## src/rtl/nbody_pair_sched_if.sv

```systemverilog
// Handshake and issue bus between the software register file, the
// n-body pair scheduler and the body RAM / arithmetic datapath.
interface nbody_pair_sched_if #(
  parameter int BODY_ADDR_WIDTH = 9
);
  // software control
  logic                       start;
  logic                       abort;
  logic                       ack;
  logic [BODY_ADDR_WIDTH:0]   num_bodies;
  logic [15:0]                num_steps;
  // software status
  logic                       busy;
  logic                       done;
  logic                       err;
  logic                       first_step;
  logic [15:0]                step_count;
  // acceleration-phase issue bus
  logic                       pair_valid;
  logic [BODY_ADDR_WIDTH-1:0] pair_i;
  logic [BODY_ADDR_WIDTH-1:0] pair_j;
  logic                       pair_self;
  // acceleration-phase write-back bus
  logic                       acc_valid;
  logic [BODY_ADDR_WIDTH-1:0] acc_i;
  logic [BODY_ADDR_WIDTH-1:0] acc_j;
  logic                       acc_self;
  // position-phase read and write-back
  logic                       pos_rd_valid;
  logic [BODY_ADDR_WIDTH-1:0] pos_rd_addr;
  logic                       pos_wr_valid;
  logic [BODY_ADDR_WIDTH-1:0] pos_wr_addr;

  // controller side: software registers
  modport master (
    output start, abort, ack, num_bodies, num_steps,
    input  busy, done, err, first_step, step_count,
    input  pair_valid, pair_i, pair_j, pair_self,
    input  acc_valid, acc_i, acc_j, acc_self,
    input  pos_rd_valid, pos_rd_addr, pos_wr_valid, pos_wr_addr
  );

  // scheduler side
  modport slave (
    input  start, abort, ack, num_bodies, num_steps,
    output busy, done, err, first_step, step_count,
    output pair_valid, pair_i, pair_j, pair_self,
    output acc_valid, acc_i, acc_j, acc_self,
    output pos_rd_valid, pos_rd_addr, pos_wr_valid, pos_wr_addr
  );
endinterface

```

## src/rtl/nbody_pair_sched.sv

```systemverilog
// N-body pair scheduler: per timestep, issues all (i, j) pairs to the
// acceleration pipeline, then all body indices to the position adder, and
// delays each issue to line up write-back addresses with datapath results.
module nbody_pair_sched #(
  parameter int BODIES          = 512,
  parameter int BODY_ADDR_WIDTH = $clog2(BODIES),
  parameter int MIN_BODIES      = 21,
  parameter int ACCL_LATENCY    = 99,
  parameter int POS_LATENCY     = 20
) (
  input logic clk,
  input logic rst,
  nbody_pair_sched_if.slave bus
);

  localparam int BAW = BODY_ADDR_WIDTH;
  localparam int ACC_W = 2 * BAW + 2;
  localparam int POS_W = BAW + 1;
  localparam logic [BAW:0] MIN_N = (BAW + 1)'(MIN_BODIES);
  localparam logic [BAW:0] MAX_N = (BAW + 1)'(BODIES);

  typedef enum logic [2:0] {
    IDLE,
    ACCEL,
    ACCEL_DRAIN,
    POS,
    POS_DRAIN,
    DONE
  } state_t;

  state_t           state_q;
  logic [BAW:0]     n_last_q;
  logic [15:0]      step_last_q;
  logic [15:0]      step_count_q;
  logic             first_step_q;
  logic             busy_q;
  logic             done_q;
  logic             err_q;
  logic             pair_valid_q;
  logic [BAW-1:0]   pair_i_q;
  logic [BAW-1:0]   pair_j_q;
  logic             pair_self_q;
  logic             pos_rd_valid_q;
  logic [BAW-1:0]   pos_rd_addr_q;

  // delay lines: {valid, self, i, j} and {valid, addr}
  logic [ACC_W-1:0] acc_pipe_q [ACCL_LATENCY];
  logic [POS_W-1:0] pos_pipe_q [POS_LATENCY];

  logic             acc_valid;
  logic             acc_self;
  logic [BAW-1:0]   acc_i;
  logic [BAW-1:0]   acc_j;
  logic             pos_wr_valid;
  logic [BAW-1:0]   pos_wr_addr;

  logic [BAW-1:0]   pair_i_d;
  logic [BAW-1:0]   pair_j_d;
  logic [BAW-1:0]   pos_rd_addr_d;
  logic             pair_last;
  logic             pos_last;
  logic             acc_final;
  logic             wr_final;
  logic             start_ok;
  logic             step_final;

  assign {acc_valid, acc_self, acc_i, acc_j} = acc_pipe_q[ACCL_LATENCY-1];
  assign {pos_wr_valid, pos_wr_addr}         = pos_pipe_q[POS_LATENCY-1];

  // Loop-advance values and the end-of-phase detectors the FSM steers on.
  always_comb begin
    pair_i_d      = pair_i_q;
    pair_j_d      = pair_j_q + 1'b1;
    pair_last     = 1'b0;
    pos_rd_addr_d = pos_rd_addr_q + 1'b1;
    if ({1'b0, pair_j_q} == n_last_q) begin
      pair_j_d  = '0;
      pair_i_d  = pair_i_q + 1'b1;
      pair_last = ({1'b0, pair_i_q} == n_last_q);
    end
    pos_last   = ({1'b0, pos_rd_addr_q} == n_last_q);
    acc_final  = acc_valid && ({1'b0, acc_i} == n_last_q) && ({1'b0, acc_j} == n_last_q);
    wr_final   = pos_wr_valid && ({1'b0, pos_wr_addr} == n_last_q);
    start_ok   = (bus.num_bodies >= MIN_N) && (bus.num_bodies <= MAX_N);
    step_final = (step_count_q == step_last_q);
  end

  // Sequencer FSM with registered status and issue outputs; abort overrides all.
  always_ff @(posedge clk or posedge rst) begin
    if (rst) begin
      state_q        <= IDLE;
      n_last_q       <= '0;
      step_last_q    <= '0;
      step_count_q   <= '0;
      first_step_q   <= 1'b0;
      busy_q         <= 1'b0;
      done_q         <= 1'b0;
      err_q          <= 1'b0;
      pair_valid_q   <= 1'b0;
      pair_i_q       <= '0;
      pair_j_q       <= '0;
      pair_self_q    <= 1'b0;
      pos_rd_valid_q <= 1'b0;
      pos_rd_addr_q  <= '0;
    end else if (bus.abort) begin
      state_q        <= IDLE;
      busy_q         <= 1'b0;
      done_q         <= 1'b0;
      pair_valid_q   <= 1'b0;
      pair_self_q    <= 1'b0;
      pos_rd_valid_q <= 1'b0;
    end else begin
      case (state_q)
        IDLE: begin
          if (bus.start) begin
            if (start_ok) begin
              n_last_q     <= bus.num_bodies - 1'b1;
              step_last_q  <= (bus.num_steps == 16'd0) ? 16'd0 : bus.num_steps - 16'd1;
              err_q        <= 1'b0;
              step_count_q <= '0;
              first_step_q <= 1'b1;
              busy_q       <= 1'b1;
              pair_valid_q <= 1'b1;
              pair_i_q     <= '0;
              pair_j_q     <= '0;
              pair_self_q  <= 1'b1;
              state_q      <= ACCEL;
            end else begin
              err_q <= 1'b1;
            end
          end
        end
        ACCEL: begin
          if (pair_last) begin
            pair_valid_q <= 1'b0;
            pair_self_q  <= 1'b0;
            state_q      <= ACCEL_DRAIN;
          end else begin
            pair_i_q    <= pair_i_d;
            pair_j_q    <= pair_j_d;
            pair_self_q <= (pair_i_d == pair_j_d);
          end
        end
        ACCEL_DRAIN: begin
          if (acc_final) begin
            pos_rd_valid_q <= 1'b1;
            pos_rd_addr_q  <= '0;
            state_q        <= POS;
          end
        end
        POS: begin
          if (pos_last) begin
            pos_rd_valid_q <= 1'b0;
            state_q        <= POS_DRAIN;
          end else begin
            pos_rd_addr_q <= pos_rd_addr_d;
          end
        end
        POS_DRAIN: begin
          if (wr_final) begin
            if (step_final) begin
              done_q  <= 1'b1;
              busy_q  <= 1'b0;
              state_q <= DONE;
            end else begin
              step_count_q <= step_count_q + 16'd1;
              first_step_q <= 1'b0;
              pair_valid_q <= 1'b1;
              pair_i_q     <= '0;
              pair_j_q     <= '0;
              pair_self_q  <= 1'b1;
              state_q      <= ACCEL;
            end
          end
        end
        DONE: begin
          if (bus.ack) begin
            done_q  <= 1'b0;
            state_q <= IDLE;
          end
        end
        default: state_q <= IDLE;
      endcase
    end
  end

  // Acceleration write-back delay line, flushed by abort.
  always_ff @(posedge clk or posedge rst) begin
    if (rst) begin
      for (int s = 0; s < ACCL_LATENCY; s++) acc_pipe_q[s] <= '0;
    end else if (bus.abort) begin
      for (int s = 0; s < ACCL_LATENCY; s++) acc_pipe_q[s] <= '0;
    end else begin
      acc_pipe_q[0] <= {pair_valid_q, pair_self_q, pair_i_q, pair_j_q};
      for (int s = 1; s < ACCL_LATENCY; s++) acc_pipe_q[s] <= acc_pipe_q[s-1];
    end
  end

  // Position write-back delay line, flushed by abort.
  always_ff @(posedge clk or posedge rst) begin
    if (rst) begin
      for (int s = 0; s < POS_LATENCY; s++) pos_pipe_q[s] <= '0;
    end else if (bus.abort) begin
      for (int s = 0; s < POS_LATENCY; s++) pos_pipe_q[s] <= '0;
    end else begin
      pos_pipe_q[0] <= {pos_rd_valid_q, pos_rd_addr_q};
      for (int s = 1; s < POS_LATENCY; s++) pos_pipe_q[s] <= pos_pipe_q[s-1];
    end
  end

  assign bus.busy         = busy_q;
  assign bus.done         = done_q;
  assign bus.err          = err_q;
  assign bus.first_step   = first_step_q;
  assign bus.step_count   = step_count_q;
  assign bus.pair_valid   = pair_valid_q;
  assign bus.pair_i       = pair_i_q;
  assign bus.pair_j       = pair_j_q;
  assign bus.pair_self    = pair_self_q;
  assign bus.acc_valid    = acc_valid;
  assign bus.acc_i        = acc_i;
  assign bus.acc_j        = acc_j;
  assign bus.acc_self     = acc_self;
  assign bus.pos_rd_valid = pos_rd_valid_q;
  assign bus.pos_rd_addr  = pos_rd_addr_q;
  assign bus.pos_wr_valid = pos_wr_valid;
  assign bus.pos_wr_addr  = pos_wr_addr;

endmodule

```

## src/flat_wrapper.sv

```systemverilog
// flat-port wrapper written by rule: the top's interface ports become plain ports
module nbody_pair_sched_flat 
#(
  parameter int BODIES          = 512,
  parameter int BODY_ADDR_WIDTH = $clog2(BODIES),
  parameter int MIN_BODIES      = 21,
  parameter int ACCL_LATENCY    = 99,
  parameter int POS_LATENCY     = 20
)
  (clk, rst, bus_start, bus_abort, bus_ack, bus_num_bodies, bus_num_steps, bus_busy, bus_done, bus_err, bus_first_step, bus_step_count, bus_pair_valid, bus_pair_i, bus_pair_j, bus_pair_self, bus_acc_valid, bus_acc_i, bus_acc_j, bus_acc_self, bus_pos_rd_valid, bus_pos_rd_addr, bus_pos_wr_valid, bus_pos_wr_addr);
  nbody_pair_sched_if #(.BODY_ADDR_WIDTH(BODY_ADDR_WIDTH)) bus_i ();
  input logic clk;
  input logic rst;
  input wire logic [$bits(bus_i.start)-1:0] bus_start;
  input wire logic [$bits(bus_i.abort)-1:0] bus_abort;
  input wire logic [$bits(bus_i.ack)-1:0] bus_ack;
  input wire logic [$bits(bus_i.num_bodies)-1:0] bus_num_bodies;
  input wire logic [$bits(bus_i.num_steps)-1:0] bus_num_steps;
  output wire logic [$bits(bus_i.busy)-1:0] bus_busy;
  output wire logic [$bits(bus_i.done)-1:0] bus_done;
  output wire logic [$bits(bus_i.err)-1:0] bus_err;
  output wire logic [$bits(bus_i.first_step)-1:0] bus_first_step;
  output wire logic [$bits(bus_i.step_count)-1:0] bus_step_count;
  output wire logic [$bits(bus_i.pair_valid)-1:0] bus_pair_valid;
  output wire logic [$bits(bus_i.pair_i)-1:0] bus_pair_i;
  output wire logic [$bits(bus_i.pair_j)-1:0] bus_pair_j;
  output wire logic [$bits(bus_i.pair_self)-1:0] bus_pair_self;
  output wire logic [$bits(bus_i.acc_valid)-1:0] bus_acc_valid;
  output wire logic [$bits(bus_i.acc_i)-1:0] bus_acc_i;
  output wire logic [$bits(bus_i.acc_j)-1:0] bus_acc_j;
  output wire logic [$bits(bus_i.acc_self)-1:0] bus_acc_self;
  output wire logic [$bits(bus_i.pos_rd_valid)-1:0] bus_pos_rd_valid;
  output wire logic [$bits(bus_i.pos_rd_addr)-1:0] bus_pos_rd_addr;
  output wire logic [$bits(bus_i.pos_wr_valid)-1:0] bus_pos_wr_valid;
  output wire logic [$bits(bus_i.pos_wr_addr)-1:0] bus_pos_wr_addr;
  assign bus_i.start = bus_start;
  assign bus_i.abort = bus_abort;
  assign bus_i.ack = bus_ack;
  assign bus_i.num_bodies = bus_num_bodies;
  assign bus_i.num_steps = bus_num_steps;
  assign bus_busy = bus_i.busy;
  assign bus_done = bus_i.done;
  assign bus_err = bus_i.err;
  assign bus_first_step = bus_i.first_step;
  assign bus_step_count = bus_i.step_count;
  assign bus_pair_valid = bus_i.pair_valid;
  assign bus_pair_i = bus_i.pair_i;
  assign bus_pair_j = bus_i.pair_j;
  assign bus_pair_self = bus_i.pair_self;
  assign bus_acc_valid = bus_i.acc_valid;
  assign bus_acc_i = bus_i.acc_i;
  assign bus_acc_j = bus_i.acc_j;
  assign bus_acc_self = bus_i.acc_self;
  assign bus_pos_rd_valid = bus_i.pos_rd_valid;
  assign bus_pos_rd_addr = bus_i.pos_rd_addr;
  assign bus_pos_wr_valid = bus_i.pos_wr_valid;
  assign bus_pos_wr_addr = bus_i.pos_wr_addr;
  nbody_pair_sched #(.BODIES(BODIES), .BODY_ADDR_WIDTH(BODY_ADDR_WIDTH), .MIN_BODIES(MIN_BODIES), .ACCL_LATENCY(ACCL_LATENCY), .POS_LATENCY(POS_LATENCY)) u_core (.clk(clk), .rst(rst), .bus(bus_i));
endmodule
```

## config.mk

```make
export PLATFORM = sky130hd
export DESIGN_NAME = nbody_pair_sched_flat
export DESIGN_NICKNAME = d
export VERILOG_FILES = /design/src/rtl/nbody_pair_sched_if.sv /design/src/rtl/nbody_pair_sched.sv /design/src/flat_wrapper.sv
export SDC_FILE = /design/constraint.sdc
export NUM_CORES = 2
export LEC_CHECK = 0
export CAP_MARGIN = 40
export CELL_PAD_IN_SITES_DETAIL_PLACEMENT = 0
export CELL_PAD_IN_SITES_GLOBAL_PLACEMENT = 1
export CORE_MARGIN = 3
export CORE_UTILIZATION = 52
export CTS_BUF_LIST = sky130_fd_sc_hd__clkbuf_16
export CTS_CLUSTER_SIZE = 20
export DETAILED_ROUTE_END_ITERATION = 7
export GPL_ROUTABILITY_DRIVEN = 0
export PLACE_DENSITY = 0.83
export SYNTH_ARGS = -nofsm -noshare
export SYNTH_HDL_FRONTEND = slang
export SYNTH_SLANG_ARGS = --single-unit
```

## constraint.sdc

```tcl
create_clock -name clk -period 109.1 [get_ports clk]
set_input_delay 21.82 -clock clk [delete_from_list [all_inputs] [get_ports clk]]
set_output_delay 21.82 -clock clk [all_outputs]
set_load 0.1 [all_outputs]
```

# After elaboration in Yosys (flattened, before gate mapping)
# Cells that the tools add are included.
totals:
  in_bits: 31
  out_inout_bits: 80
  register_bits: 2259
classes:
  addsub: 6
  reduce_logical: 24
  bitwise: 1
  eq_ne: 29
  magnitude_cmp: 2
  mux: 59
ops:
  columns: ["op", "n"]
  rows:
  - ["2-to-1 mux 1980 bit", 1]
  - ["2-to-1 mux 200 bit", 1]
  - ["2-to-1 mux 9 bit", 10]
  - ["2-to-1 mux 16 bit", 5]
  - ["== test 9 x 10 -> 1 bit", 6]
  - ["case mux 9 bit (3 select lines)", 2]
  - ["case mux 16 bit (2 select lines)", 1]
  - ["adder 9 x 1 -> 9 bit (second input constant)", 3]
  - ["2-to-1 mux 3 bit", 9]
  - ["2-to-1 mux 1 bit", 22]
  - ["inequality test 3 x 2 -> 1 bit (second input constant)", 6]
  - ["case mux 3 bit (6 select lines)", 1]
  - ["case mux 9 bit (2 select lines)", 1]
  - ["adder 16 x 1 -> 16 bit (second input constant)", 1]
  - ["== test 16 bit", 1]
  - ["zero test 16 bit", 1]
  - ["subtractor 16 x 1 -> 16 bit (second input constant)", 1]
  - ["AND reduction 7 bit", 2]
  - ["AND reduction 4 bit", 3]
  - ["AND reduction 6 bit", 2]
  - ["nonzero test 3 bit", 4]
  - [">= comparator 10 x 5 -> 1 bit (second input constant)", 1]
  - ["less-or-equal comparator 10 bit (second input constant)", 1]
  - ["AND reduction 5 bit", 2]
  - ["other kinds (16)", 34]

# Depth between registers and ports, before layout
depth:
  depth_word: 6
  depth_mapped: 10
  depth_no_buf: 9

# Least setup slack after synthesis
# No wires, ideal clock.
synth_path:
  kind: "input -> register"
  startpoint: "in bus_num_bodies[0]"
  endpoint: "reg u_core.step_count_q[10], in the netlist u_core.bus.step_count[10]"
  required_ns: 109.022
  n_path_buf: 0
  setup_ns: 0.078
  path_stages: 9
  path_slack_ns: 85.237
  t_arrival_ns: 23.785
  path_cell_list: "inv_1 -> ha_1 -> nor3b_1 -> o32ai_1 -> o21ai_0 -> a21boi_2 -> nand4_1 -> or4_1 -> a21oi_1"
synth_between:
  elab_chain_len: 4
  elab_cells_between_ends: 5
synth_lines:
  columns: ["element", "line_no", "rtl"]
  rows:
  - ["from (decl)", "flat_wrapper.sv:17", "input wire logic [$bits(bus_i.num_bodies)-1:0] bus_num_bodies;"]
  - [">= comparator 10 x 5 -> 1 bit or less-or-equal comparator 10 bit (tied branches)", "nbody_pair_sched.sv:84", "start_ok = (bus.num_bodies >= MIN_N) && (bus.num_bodies <= MAX_N);"]
  - ["logical AND 1 bit *", "nbody_pair_sched.sv:84", null]
  - ["inequality test 2 x 1 -> 1 bit (no line) *", null, null]
  - ["AND reduction 6 bit (no line) *", null, null]
  - ["to (signal assigned)", "nbody_pair_sched.sv:166", "step_count_q <= step_count_q + 16'd1;"]
  - ["to (decl)", "nbody_pair_sched.sv:34", "logic [15:0] step_count_q;"]
# Every way passes the cells marked *; elsewhere a longest branch is shown, timed or not.
# A chain may end at the register's enable or synchronous reset.

# Final worst setup path
layout_path:
  startpoint: "in bus_abort"
  endpoint: "reg u_core.acc_pipe_q[1717] (netlist name)"
layout_between:
  elab_chain_len: 1
layout_lines:
  columns: ["element", "line_no", "rtl"]
  rows:
  - ["from (decl)", "flat_wrapper.sv:15", "input wire logic [$bits(bus_i.abort)-1:0] bus_abort;"]
  - ["2-to-1 mux 1980 bit", "nbody_pair_sched.sv:191", "end else if (bus.abort) begin"]
  - ["to (decl)", "nbody_pair_sched.sv:47", "logic [ACC_W-1:0] acc_pipe_q [ACCL_LATENCY];"]
# Every way passes these cells.

==> impl_metrics.yaml <==
route:
  via_per_inst: 4.725
  wirelength_um: 110400
  wl_per_cell_um: 14.78
  ant_nets: 0
  dr.pass1.iters: 5
  drtIter0Drc: 2172
  vias: 35301
  drc_errors: 0
global_route:
  grt_pass1_wl_um: 188300
  antenna_found_initial: 0
  grt_max_degree: 253
  grt.total_usage: 0.1556
  gr-total-overflow: 0
  grt_pass1_vias: 36463
run_status:
  status: "finished clean"
logic_synthesis:
  async_reset_ff_frac: 1.000
  syn_area_per_cell_sq_um: 14.19
  netlist_area_sq_um: 74590
  syn_nets: 5297
  synth_seq_area_share: 0.7578
  synth_edf_count: 0
  synth_cell_type_count: 56
  synth-seq-cells: 2259
  syn-instance-count: 5258
  yosys_warnings: 0
  yosys_most_used_dff: "dfrtp_1"
placement:
  pre_cts_ws_ns: 82.50
  placed_cell_area_sq_um: 79250
  numPortBuffers: 110
  dp_hpwl_um: 59710
power_and_ir_drop:
  comb_power_share: 0.067
  p_switching_mw: 0.3879
  p_leak_nw: 42.38
  pwr_density_cell_nw_per_um2: 19.10
  internal_power_mw: 1.244
  swShare: 0.2377
  p_clk_frac: 0.402
  ir_drop_mv: 0.01772
  power_frac_seq: 0.531
layout:
  area.growth.synth_to_final_pct: 14.57
  final_common_cell: "dfrtp_1"
  fin_area_sq_um: 85460
  antenna_cells: 0
  final_cell_mix: "2,259 x dfrtp_1, 2,182 x nor2b_1, 208 x clkbuf_16"
  final_nets: 5455
  drive_above_1_share: 0.07579
sta:
  setup_violations: 0
  clock.fmax_mhz: 38.89
  fin_crit_sh: 0.2357
  max_slew_margin: 0.3163
  timing.final.ws_setup_ns: 83.39
  tns_ns: 0
  worst_clock_skew_ns: 0.02400
  fin_crit_ns: 25.71
  rsz0062_at_grt: "no"
  hold_violations: 0
  whs_ns: 0.4379
  final_max_slew_viol_count: 0
  worst_slew_pin_slew_ns: 1.025
setup_path:
  worst_setup_path_end_kind: "register"
  path_max_fanout: 252
  cpPeakStageDelay_ns: 0.77
  path_buf_inv: 8
  cp-start-kind: "primary input"
  cp_slowest_cell: "buf_4"
  required_ns: 109.72
  crit_path_cell_trace: "buf_16 > buf_4 > buf_16 > buf_4 > buf_16 > buf_12 > buf_4 > buf_12 > nor2b_1"
  worstPathArrival_ns: 26.33
  path_class: "primary input to register"
  cp_top_family: "buffers and inverters"
die:
  ios: 111
  core_area_sq_um: 141900
  die_y_um: 384.7
  fp.dieW_um: 384.7
  rows: 138
  die_area_sq_um: 148000
  initial_core_util: 0.5256
clocking:
  holdBufCountCts: 0
  path_clk_slew_ns: 0.06
  numCtsBuffers: 206
  clkSinkCount: 2259
  cts_resized: 0
  postCtsSetupBuffers: 0
  root_buffer: "clkbuf_16"
  cts_tree: "yes"
  clockBufferDepth: 3
  clock_latency_ns: 0.79
  h-tree-depth: 4
worst_hold_path:
  hold_class: "register to register"
flow_run:
  max_cap_violations: 0
worst reg2reg max path, cell delays in order (launching register included):
cell	delay, ns
dfrtp_1	0.74
xnor2_1	0.19
nand4_1	0.15
or3_1	0.60
o21ai_1	0.45
a211o_1	0.68
nand2b_1	0.32
o31ai_1	0.09
state kept, by name, indices dropped and copies added (netlist names), 10 cells and up:
register	flops
u_core.acc_pipe_q	1960
u_core.bus.step_count	16
u_core.n_last_q	10
u_core.pos_pipe_q	190
u_core.step_last_q	16
cell type report:
class                      instances  area (sq um)
multi-input combinational       2671         16700
fill                           10481         56470
tap                             1890          2365
sequential                      2259         56530
clock inverter                   165          1008
clock buffer                     208          5205
inverter                          18         75.07
timing repair buffer             260          3576
logic make-up after synthesis:
| kind of cell | synth area share |
|---|---|
| simple gates | 0.1993 |
| flops | 0.7578 |
| mux | 0.001107 |
| xor+xnor | 0.01052 |
| compound gates | 0.01164 |
| fa+ha+maj | 0.001342 |
| buf+inv | 0.01823 |
synthesized netlist by cell type, types with 3 or more instances:
library cell | count | share of area
dfrtp_1 | 2259 | 0.76
nor2b_1 | 2182 | 0.18
clkbuf_1 | 270 | 0.014
nand2_1 | 66 | 0.0033
xnor2_1 | 62 | 0.0073
o21ai_0 | 61 | 0.0041
nor2_1 | 41 | 0.0021
buf_4 | 28 | 0.0028
nand3_1 | 25 | 0.0017
xor2_1 | 25 | 0.0029
nor3_1 | 21 | 0.0014
a21oi_1 | 20 | 0.0013
and3_1 | 20 | 0.0017
inv_1 | 17 | 0.00086
nand4_1 | 15 | 0.0013
o31ai_1 | 15 | 0.0015
o21ai_1 | 14 | 0.00094
or4_1 | 13 | 0.0013
nand2b_1 | 11 | 0.00092
or3_1 | 10 | 0.00084
nor4_1 | 9 | 0.00075
ha_1 | 8 | 0.0013
buf_2 | 7 | 0.00047
mux2i_1 | 6 | 0.00081
a31oi_1 | 3 | 0.00025
and2_1 | 3 | 0.00025
buf_1 | 3 | 0.00015
o211ai_1 | 3 | 0.00030
o31ai_2 | 3 | 0.00050
o41ai_1 | 3 | 0.00035
worst paths after layout:
path,start,to,slack (ns),cells past startpoint
min in group asynchronous,rst,u_core.acc_pipe_q[62],21.56,2
setup / recovery,bus_abort,u_core.acc_pipe_q[1717],83.39,9
hold reg to reg,u_core.acc_pipe_q[1362],u_core.acc_pipe_q[1342],0.44,1
hold / removal,u_core.acc_pipe_q[1362],u_core.acc_pipe_q[1342],0.44,1
max in group asynchronous,rst,u_core.acc_pipe_q[1049],83.50,11
setup reg to reg,u_core.n_last_q[5],u_core.bus.pair_j[3],105.75,7
through the flow:
step / instances / power [mW] / utilization
after global placement: 6991 / 0.9743 / 0.5439
final: 7471 / 1.632 / 0.6021
after floorplan: 5258 / 0.9520 / -
after detailed placement: 7098 / 0.9911 / 0.5584
after global routing: 7471 / 1.698 / 0.6021
after CTS: 7471 / 1.653 / 0.6021
power by group through the flow:
stage	Clock (mW)	Sequential, mW	Combinational (mW)
4_1_cts	0.677	0.865	0.111
3_5_place_dp	0	0.881	0.110
5_1_grt	0.712	0.867	0.119
3_3_place_gp	0	0.881	0.0937
6_report	0.656	0.867	0.109
2_1_floorplan	0	0.893	0.0586
metal layers:
| layer | global-route usage | part of all wire | routed length (um) |
|---|---|---|---|
| met5 | 0 | 0 | 0 |
| met4 | 0.05063 | 0.021 | 2345 |
| met3 | 0.03211 | 0.042 | 4596 |
| met2 | 0.2301 | 0.45 | 50040 |
| met1 | 0.2335 | 0.48 | 53400 |
Power figures use the tool's default switching activity.
